[config.mk]
export PLATFORM = sky130hd
export DESIGN_NAME = sig_pid_ctrl
export DESIGN_NICKNAME = d
export VERILOG_FILES = /design/src/rtl/sig_pid_ctrl.sv
export SDC_FILE = /design/constraint.sdc
export NUM_CORES = 1
export LEC_CHECK = 0
export CORE_MARGIN = 2
export CORE_UTILIZATION = 30
export DETAILED_ROUTE_END_ITERATION = 6
export RECOVER_POWER = 100
export SKIP_LAST_GASP = 1
export SLEW_MARGIN = 20
export SYNTH_ARGS = -nofsm -noshare
export SYNTH_HDL_FRONTEND = slang
export SYNTH_SLANG_ARGS = --single-unit
[constraint.sdc]
create_clock -name clk_core -period 14.55 [get_ports clk_core]
set_input_delay 2.1825 -clock clk_core [delete_from_list [all_inputs] [get_ports clk_core]]
set_output_delay 2.1825 -clock clk_core [all_outputs]
set_load 0.01 [all_outputs]
[src/rtl/sig_pid_ctrl.sv]
// sig_pid_ctrl: sampled PID loop with a saturated control word and a request/acknowledge
// handshake to a downstream transmitter.
//
// Ports
//   clk_core        : single clock, rising edge
//   rstn            : asynchronous active-low reset
//   pid_en          : loop enable; while low the loop memory (integrator, previous error,
//                     lock state) is cleared and no new sample is accepted
//   Vin / vin_valid : unsigned ADC sample and its one-cycle strobe
//   setpoint        : unsigned target value
//   kp / ki / kd    : unsigned gains
//   controlword_hex : saturated control word, range [0, 2^OUT_W-1]
//   data_en         : new-word request, held until rx_finish or timeout
//   rx_finish       : transmitter acknowledge, only looked at while a request is pending
//   DIR             : 1 when the latest word is >= the previous word
//   locked          : LOCK_CNT consecutive samples had |error| <= LOCK_TOL
//   tx_timeout      : sticky; set when a request went unacknowledged for TIMEOUT clocks
module sig_pid_ctrl #(
  parameter int ADC_W    = 8,
  parameter int OUT_W    = 20,
  parameter int COEF_W   = 8,
  parameter int FRAC     = 4,
  parameter int INT_W    = OUT_W + 4,
  parameter int LOCK_TOL = 2,
  parameter int LOCK_CNT = 16,
  parameter int TIMEOUT  = 1024
) (
  input  logic              clk_core,
  input  logic              rstn,
  input  logic              pid_en,
  input  logic [ADC_W-1:0]  Vin,
  input  logic              vin_valid,
  input  logic [ADC_W-1:0]  setpoint,
  input  logic [COEF_W-1:0] kp,
  input  logic [COEF_W-1:0] ki,
  input  logic [COEF_W-1:0] kd,
  output logic [OUT_W-1:0]  controlword_hex,
  output logic              data_en,
  input  logic              rx_finish,
  output logic              DIR,
  output logic              locked,
  output logic              tx_timeout
);

  // Full-precision accumulator: largest product is a gain times the integrator,
  // plus headroom for the three-term sum and the sign bit.
  localparam int SUM_W = COEF_W + INT_W + 3;
  localparam int TMO_W = $clog2(TIMEOUT + 1);
  localparam int LCK_W = $clog2(LOCK_CNT + 1);

  localparam logic signed [INT_W:0] INT_MAX = {2'b00, {(INT_W-1){1'b1}}};
  localparam logic signed [INT_W:0] INT_MIN = -INT_MAX;

  typedef enum logic [2:0] {IDLE, ERR, MAC, SAT, SEND} state_t;

  state_t                    state_reg, state_next;
  logic [ADC_W-1:0]          vin_reg;
  logic signed [ADC_W:0]     e_reg, e_prev_reg, e_next;
  logic signed [ADC_W+1:0]   de_reg, de_next;
  logic signed [INT_W-1:0]   integ_reg, integ_clamp;
  logic signed [INT_W:0]     integ_sum;
  logic signed [SUM_W-1:0]   u_reg, u_next, sum;
  logic [OUT_W-1:0]          cw_reg, sat_word;
  logic                      dir_reg, locked_reg, data_en_reg, tx_timeout_reg;
  logic [LCK_W-1:0]          lock_cnt_reg, lock_cnt_next;
  logic [TMO_W-1:0]          tmo_cnt_reg;
  logic                      tmo_hit, in_tol;
  logic [ADC_W:0]            abs_e;

  logic signed [SUM_W-1:0]   gain_x [3];
  logic signed [SUM_W-1:0]   op_x   [3];
  logic signed [SUM_W-1:0]   prod   [3];

  // ---------------- error / integrator ----------------
  assign e_next    = $signed({1'b0, setpoint}) - $signed({1'b0, vin_reg});
  assign de_next   = {e_next[ADC_W], e_next} - {e_prev_reg[ADC_W], e_prev_reg};
  assign integ_sum = {integ_reg[INT_W-1], integ_reg}
                   + {{(INT_W-ADC_W){e_next[ADC_W]}}, e_next};

  always_comb begin
    integ_clamp = integ_sum[INT_W-1:0];
    if (integ_sum > INT_MAX)      integ_clamp = INT_MAX[INT_W-1:0];
    else if (integ_sum < INT_MIN) integ_clamp = INT_MIN[INT_W-1:0];
  end

  // ---------------- multiply-accumulate ----------------
  // Gains are unsigned, so they are zero-extended; operands are sign-extended.
  assign gain_x[0] = {{(SUM_W-COEF_W){1'b0}}, kp};
  assign gain_x[1] = {{(SUM_W-COEF_W){1'b0}}, ki};
  assign gain_x[2] = {{(SUM_W-COEF_W){1'b0}}, kd};
  assign op_x[0]   = {{(SUM_W-ADC_W-1){e_reg[ADC_W]}}, e_reg};
  assign op_x[1]   = {{(SUM_W-INT_W){integ_reg[INT_W-1]}}, integ_reg};
  assign op_x[2]   = {{(SUM_W-ADC_W-2){de_reg[ADC_W+1]}}, de_reg};

  generate
    for (genvar gi = 0; gi < 3; gi++) begin : g_term
      assign prod[gi] = gain_x[gi] * op_x[gi];
    end
  endgenerate

  assign sum    = prod[0] + prod[1] + prod[2];
  assign u_next = sum >>> FRAC;

  // ---------------- saturation / lock ----------------
  always_comb begin
    sat_word = u_reg[OUT_W-1:0];
    if (u_reg[SUM_W-1])               sat_word = '0;
    else if (|u_reg[SUM_W-2:OUT_W])   sat_word = '1;
  end

  assign abs_e  = e_reg[ADC_W] ? (-e_reg) : e_reg;
  assign in_tol = (abs_e <= (ADC_W+1)'(LOCK_TOL));

  always_comb begin
    lock_cnt_next = '0;
    if (in_tol) begin
      lock_cnt_next = (lock_cnt_reg == LCK_W'(LOCK_CNT)) ? lock_cnt_reg : lock_cnt_reg + 1'b1;
    end
  end

  assign tmo_hit = (tmo_cnt_reg == TMO_W'(TIMEOUT - 1));

  // ---------------- FSM ----------------
  always_comb begin
    state_next = state_reg;
    case (state_reg)
      IDLE:    if (vin_valid && pid_en) state_next = ERR;
      ERR:     state_next = MAC;
      MAC:     state_next = SAT;
      SAT:     state_next = SEND;
      SEND:    if (rx_finish || tmo_hit) state_next = IDLE;
      default: state_next = IDLE;
    endcase
  end

  always_ff @(posedge clk_core or negedge rstn) begin
    if (!rstn) begin
      state_reg      <= IDLE;
      vin_reg        <= '0;
      e_reg          <= '0;
      e_prev_reg     <= '0;
      de_reg         <= '0;
      integ_reg      <= '0;
      u_reg          <= '0;
      cw_reg         <= '0;
      dir_reg        <= 1'b0;
      lock_cnt_reg   <= '0;
      locked_reg     <= 1'b0;
      data_en_reg    <= 1'b0;
      tx_timeout_reg <= 1'b0;
      tmo_cnt_reg    <= '0;
    end else begin
      state_reg <= state_next;

      if (state_reg == IDLE && vin_valid && pid_en) vin_reg <= Vin;

      if (state_reg == ERR) begin
        e_reg  <= e_next;
        de_reg <= de_next;
      end

      // Loop memory is cleared whenever the loop is disabled; a sample already
      // in flight still runs to completion and loads its word.
      if (!pid_en) begin
        integ_reg  <= '0;
        e_prev_reg <= '0;
      end else if (state_reg == ERR) begin
        integ_reg  <= integ_clamp;
        e_prev_reg <= e_next;
      end

      if (state_reg == MAC) u_reg <= u_next;

      if (state_reg == SAT) begin
        dir_reg     <= (sat_word >= cw_reg);
        cw_reg      <= sat_word;
        data_en_reg <= 1'b1;
        tmo_cnt_reg <= '0;
      end

      if (!pid_en) begin
        lock_cnt_reg <= '0;
        locked_reg   <= 1'b0;
      end else if (state_reg == SAT) begin
        lock_cnt_reg <= lock_cnt_next;
        locked_reg   <= (lock_cnt_next == LCK_W'(LOCK_CNT));
      end

      // Acknowledge wins over a timeout expiring on the same clock.
      if (state_reg == SEND) begin
        if (rx_finish) begin
          data_en_reg <= 1'b0;
        end else if (tmo_hit) begin
          data_en_reg    <= 1'b0;
          tx_timeout_reg <= 1'b1;
        end else begin
          tmo_cnt_reg <= tmo_cnt_reg + 1'b1;
        end
      end
    end
  end

  assign controlword_hex = cw_reg;
  assign data_en         = data_en_reg;
  assign DIR             = dir_reg;
  assign locked          = locked_reg;
  assign tx_timeout      = tx_timeout_reg;

endmodule

# After elaboration in Yosys (flattened, before gate mapping)
# Index checks and enable logic that the tools add are counted.
[totals] regBits=134 in_bits=45 output_inout_bits=24 word_cells=75
[op_classes] n_addsub=8 n_mul=3 n_lt_le_gt_ge=4 n_eq_ne=11 muxes=26 n_bitwise=1 n_reduce_logical=8
[op_table] op="2-to-1 mux 24 bit" count=4
[op_table] op="2-to-1 mux 11 bit" count=4
[op_table] op="2-to-1 mux 20 bit" count=2
[op_table] op="adder 34 x 19 -> 35 bit" count=1
[op_table] op="adder 18 x 33 -> 34 bit" count=1
[op_table] op="multiplier 9 x 24 -> 33 bit" count=1
[op_table] op="2-to-1 mux 9 bit" count=3
[op_table] op="adder 24 x 9 -> 25 bit" count=1
[op_table] op="> comparator 25 x 24 -> 1 bit (second input constant)" count=1
[op_table] op="< comparator 25 x 24 -> 1 bit (second input constant)" count=1
[op_table] op=">= comparator 20 bit" count=1
[op_table] op="2-to-1 mux 5 bit" count=4
[op_table] op="multiplier 9 x 10 -> 19 bit" count=1
[op_table] op="multiplier 9 x 9 -> 18 bit" count=1
[op_table] op="case mux 3 bit (5 select lines)" count=1
[op_table] op="OR reduction 14 bit" count=1
[op_table] op="adder 11 x 1 -> 11 bit (second input constant)" count=1
[op_table] op="equality test 11 x 10 -> 1 bit (second input constant)" count=1
[op_table] op="equality test 5 bit (second input constant)" count=2
[op_table] op="subtractor 9 x 9 -> 10 bit" count=1
[op_table] op="<= comparator 9 x 2 -> 1 bit (second input constant)" count=1
[op_table] op="negator 9 bit" count=1
[op_table] op="subtractor 8 x 8 -> 9 bit" count=1
[op_table] op="equality test 3 x 2 -> 1 bit (second input constant)" count=2
[op_table] op="13 further kinds" count=23

# Longest topological paths before layout
[depth] word_depth=7 mapped_depth=27 depth_no_buf=26

# Worst setup path before layout
# OpenSTA, ideal clock, no wires.
[synth_path] kind="in2reg" startpoint="input port ki[2]" endpoint="register u_reg[30] (netlist name)" setup_ps=129 arrival_ps=8691 required_ps=14421 setup_slack_ps=5730 path_stages=23 path_buffers=1 path_cell_list="clkbuf_1 -> nand2_1 -> fa_1 -> inv_1 -> fa_1 -> fa_1 -> fa_1 -> fa_1 -> fa_1 -> inv_1 -> fa_1 -> inv_1 -> ha_1 -> a211oi_1 -> o211ai_1 -> a221oi_1 -> a41o_1 -> a21oi_4 -> a21o_2 -> a2111oi_1 -> o21bai_1 -> xnor2_1 -> o21ai_1"
[synth_between] elab_chain_cells=3
[synth_rtl] item="start: declaration" line="35" text="input logic [COEF_W-1:0] ki,"
[synth_rtl] item="multiplier 9 x 24 -> 33 bit" line="97" text="assign prod[gi] = gain_x[gi] * op_x[gi];"
[synth_rtl] item="adder 18 x 33 -> 34 bit" line="101" text="assign sum = prod[0] + prod[1] + prod[2];"
[synth_rtl] item="adder 34 x 19 -> 35 bit" line="101"
# No other way between the ends.
# A chain may end at the register's enable or synchronous reset.

# Worst setup path after layout
[layout_path] startpoint="input port kd[0]" endpoint="register u_reg[30] (netlist name)"
[layout_between] elab_chain_cells=2
[layout_rtl] item="start: declaration" line="36" text="input logic [COEF_W-1:0] kd,"
[layout_rtl] item="multiplier 9 x 10 -> 19 bit" line="97"
[layout_rtl] item="adder 34 x 19 -> 35 bit" line="101"
# No other way between the ends.

==> results.md <==
Clock tree:
- The clock passes through at most 2 buffers.
- Clock tree synthesis inserted a total of 17 buffers.
- After clock tree synthesis, the clock-pin slew on the worst setup and hold paths is 0.06 ns.
- Clock tree synthesis found a total of 134 sinks.
- The post-CTS repair timing setup buffer count is 0.
- The TritonCTS clock tree is yes.
- The total of hold buffers inserted after clock tree synthesis is 0.
- The number of gates resized after CTS was 0.
- The clock latency on the worst-skew pair is 0.44 ns.
- The root cell of the clock tree is sky130_fd_sc_hd__clkbuf_16.
- The count of H-tree levels built during CTS is 4.

Logic synthesis:
- After Yosys synthesis, and, or, nand and nor cells account for 15.3% of the synthesized area.
- The fraction of synthesized cell area in xor and xnor cells is 2.97%.
- The number of enable-type register cells in the synthesized netlist is 0.
- After synthesis, the mean cell area works out to 9.13 um^2.
- The gate count after technology mapping is 2394.
- Of the post-synthesis cell area, the dominant cell type holds 34.7%.
- In the synthesized netlist the async set-or-reset flop fraction comes to 100%.
- Sorting the synthesized cells by area gives the leading types as sky130_fd_sc_hd__fa_1 (35%), sky130_fd_sc_hd__dfrtp_1 (15%), sky130_fd_sc_hd__ha_1 (12%).
- The number of warning messages in the yosys log is 0.
- The total nets after synthesis is 3030.
- The synthesized-area fraction occupied by ao, oa, aoi and oai cells is 9.40%.
- The primary flip-flop cell chosen by synthesis mapping is sky130_fd_sc_hd__dfrtp_1.
- Of the post-synthesis cell area, the part taken by muxes is 0.103%.
- The netlist uses 71 different library cells.
- Of all cell types, the one taking the most synthesized area is sky130_fd_sc_hd__fa_1.
- Of the synthesized area, sequential elements account for 15.3%.
- The register bit total from synthesis is 134.
- In this run the cell area of the synthesized design comes to 0.0219 mm^2.
- Summing the areas of all fa, ha and maj instances in the mapped netlist gives 46.8% of the synthesized area.
- By area, the combinational part of the netlist is dominated by adder cells.

Critical path:
- Among cell families on the critical path, the largest total delay comes from adder cells.
- The number of buffer and inverter stages on the critical path is 4.
- The signal on the critical path passes through dlygate4sd3_1 -> nand2_1 -> fa_1 -> fa_1 -> fa_1 -> inv_1 -> fa_1 -> fa_1 -> fa_1 -> inv_1 -> fa_1 -> inv_1 -> ha_1 -> o21ai_0 -> a21oi_1 -> or3_1 -> o21ai_0 -> a21oi_1 -> a21o_2 -> a2111oi_0 -> o21bai_1 -> xnor2_1 -> o21ai_0.
- The type of the setup path with the least slack is in -> reg.
- The cell with the biggest individual delay on the critical path is sky130_fd_sc_hd__fa_1.
- The largest stage delay on the critical path is 1.00 ns.
- Data on the critical path is required at its endpoint by 14.79 ns.
- The logic depth of the worst register-to-register path is 24.
- By instance count, the cell type seen most on the critical path is sky130_fd_sc_hd__fa_1.
- The worst setup path is captured at a register.
- The data arrival time of the worst path is 10.31 ns.
- STA classifies the critical path startpoint as a primary input.
- The number of cells on the critical path is 23.
- The peak fanout along the critical path is 11.

Route:
- In this run, the number of DRC markers left after iteration 0 of detailed routing was 837.
- Using the TritonRoute via totals, the vias-per-cell ratio works out to 4.64.
- The final routed wirelength across all metal layers is 53900 um.
- The routed layout has 15.7k vias.
- Once detail routing completed, the nets flagged for antenna violations numbered 0.
- In the final routed layout, each cell accounts on average for 16.0 um.
- The number of remaining DRC errors is 0.
- The first detailed-routing pass ran for 7 iterations.

Timing:
- The minimum clock period is 10.07 ns.
- The count of pins over their slew limit is 288.
- The actual slew at the worst max-slew pin is 4.45 ns.
- The final-report setup violation count is 0.
- In the final timing run, aggregate negative setup slack is 0 ns.
- The upper clock frequency limit is 0.0993 GHz.
- The largest clock skew in the final design is 0.0115 ns.
- The count of endpoints failing hold in the final timing report is 0.
- After layout, the worst path uses 69.2% of the clock period.
- Setup repair after global routing left no endpoint under its margin.
- The tightest slew margin relative to the limit is -197%.

Floorplan:
- The placeable core region is 0.0719 mm^2.
- The floorplan step defined a die boundary enclosing 0.0750 mm^2.
- The horizontal extent of the die is 274 um.
- The floorplan step set the die height to 274 um.
- The floorplan row count is 98.
- The starting utilization of the core area is 30.4%.
- The number of I/O pins is 69.

GRT:
- The all-layer global routing usage is 15.1%.
- The number of antenna violations at the first check in global routing is 0.
- For this run the aggregate overflow at the end of global routing stands at 0.
- The first global-routing pass estimated 88700 um of wire.
- The pin count of the biggest net entering global routing is 80.
- The via count of the first global-routing pass is 16.3k.

Status:
- The flow ran to the end, but the final reports show violations.
- The checks that failed: max-capacitance violations, max-slew violations.

Layout:
- The number of antenna diodes in the final layout is 0.
- The share of final-layout standard cells stronger than drive strength 1 is 2.47%.
- In the layout the commonest cells are sky130_fd_sc_hd__inv_1 (490), sky130_fd_sc_hd__fa_1 (379), sky130_fd_sc_hd__nand2_1 (327).
- The post-synthesis to final-layout area growth is 9.93%.
- The net count of the finished layout is 3048.
- The register with the most flip-flops in the layout has 31 of them.
- The most common cell after layout, fill and taps aside is sky130_fd_sc_hd__inv_1.
- The layout filler cell count is 7567.

Place:
- The wire-length estimate of the detail-placed layout is 44500 um.
- At the end of routability-driven placement, the weighted congestion stood at 0.870.
- The port buffer count is 68.

Worst hold path:
- The class of the tightest hold or removal check is reg -> reg.
- Counting instances, the worst hold path has a depth of 1.

Job:
- The max-capacitance violation count is 6.
## metrics by stage
step / hold WS, ns / instances / worst slack, ns / area [um^2] / util [%]
2_1_floorplan: 0.450 / 2394 / 5.73 / 21900 / -
6_report: 0.456 / 3375 / 4.48 / 24000 / 33.4
4_1_cts: 0.463 / 3374 / 4.69 / 24100 / 33.5
5_1_grt: 0.499 / 3375 / 4.01 / 24000 / 33.4
3_5_place_dp: 0.446 / 3342 / 4.28 / 23500 / 32.7
3_3_place_gp: 0.439 / 3342 / 4.39 / 23500 / 32.7
## cells in the mapped netlist, drive strengths merged (2+ instances only)
| library cell | number |
|---|---|
| o41a | 2 |
| a221oi | 2 |
| clkbuf | 82 |
| o22ai | 2 |
| a32o | 17 |
| nor3b | 4 |
| a21boi | 12 |
| o21bai | 11 |
| nand4 | 14 |
| nor3 | 14 |
| o21a | 3 |
| and3 | 9 |
| a31o | 3 |
| a2111oi | 4 |
| nand2 | 327 |
| a21oi | 71 |
| xnor2 | 43 |
| and2 | 176 |
| nor2 | 90 |
| ha | 212 |
| xor2 | 31 |
| mux2 | 2 |
| nor2b | 14 |
| o21ai | 105 |
| buf | 6 |
| inv | 490 |
| fa | 379 |
| a21o | 29 |
| a31oi | 5 |
| nand3 | 22 |
| o211ai | 2 |
| or4 | 3 |
| dfrtp | 134 |
| nor4 | 3 |
| a211oi | 4 |
| o211a | 2 |
| o31a | 2 |
| o31ai | 21 |
| o311a | 2 |
| nand2b | 22 |
| or3 | 2 |
## cell type report
class                   count  area [um^2]  area share (%)
multi-input cells        1682        16300            67.8
clock buffers              20          437            1.82
flip-flops and latches    134         3350            14.0
inverters                 490         1840            7.66
clock inverters            12          130           0.542
well taps                 950         1190            4.95
repair buffers             87          792            3.30
## kinds of logic after synthesis
logic type	after synthesis
adders and majority gates	591
DFF	134
AOI/OAI and AO/OA	310
buffers and inverters	578
xor gates and xnor gates	74
muxes	2
and+or+nand+nor	705
## routing by layer
layer	vias up	GRT usage (%)	routed length (um)
li1	7430	-	-
met1	7933	20.5	24900
met2	266	25.1	25900
met3	47	2.37	2080
met4	0	3.46	941
met5	-	0	0
## final timing paths
check	endpoint	startpoint	slack [ns]
min	tx_timeout	tx_timeout	0.46
max	u_reg[30]	kd[0]	4.48
min reg2reg	tx_timeout	tx_timeout	0.46
min in group asynchronous	integ_reg[20]	rstn	3.31
max reg2reg	u_reg[30]	e_reg[8]	6.37
max in group asynchronous	e_reg[5]	rstn	6.78
Power is left out: the tool's default activity adds up to more than one toggle a clock period on the data nets, which glitch-free logic cannot reach.
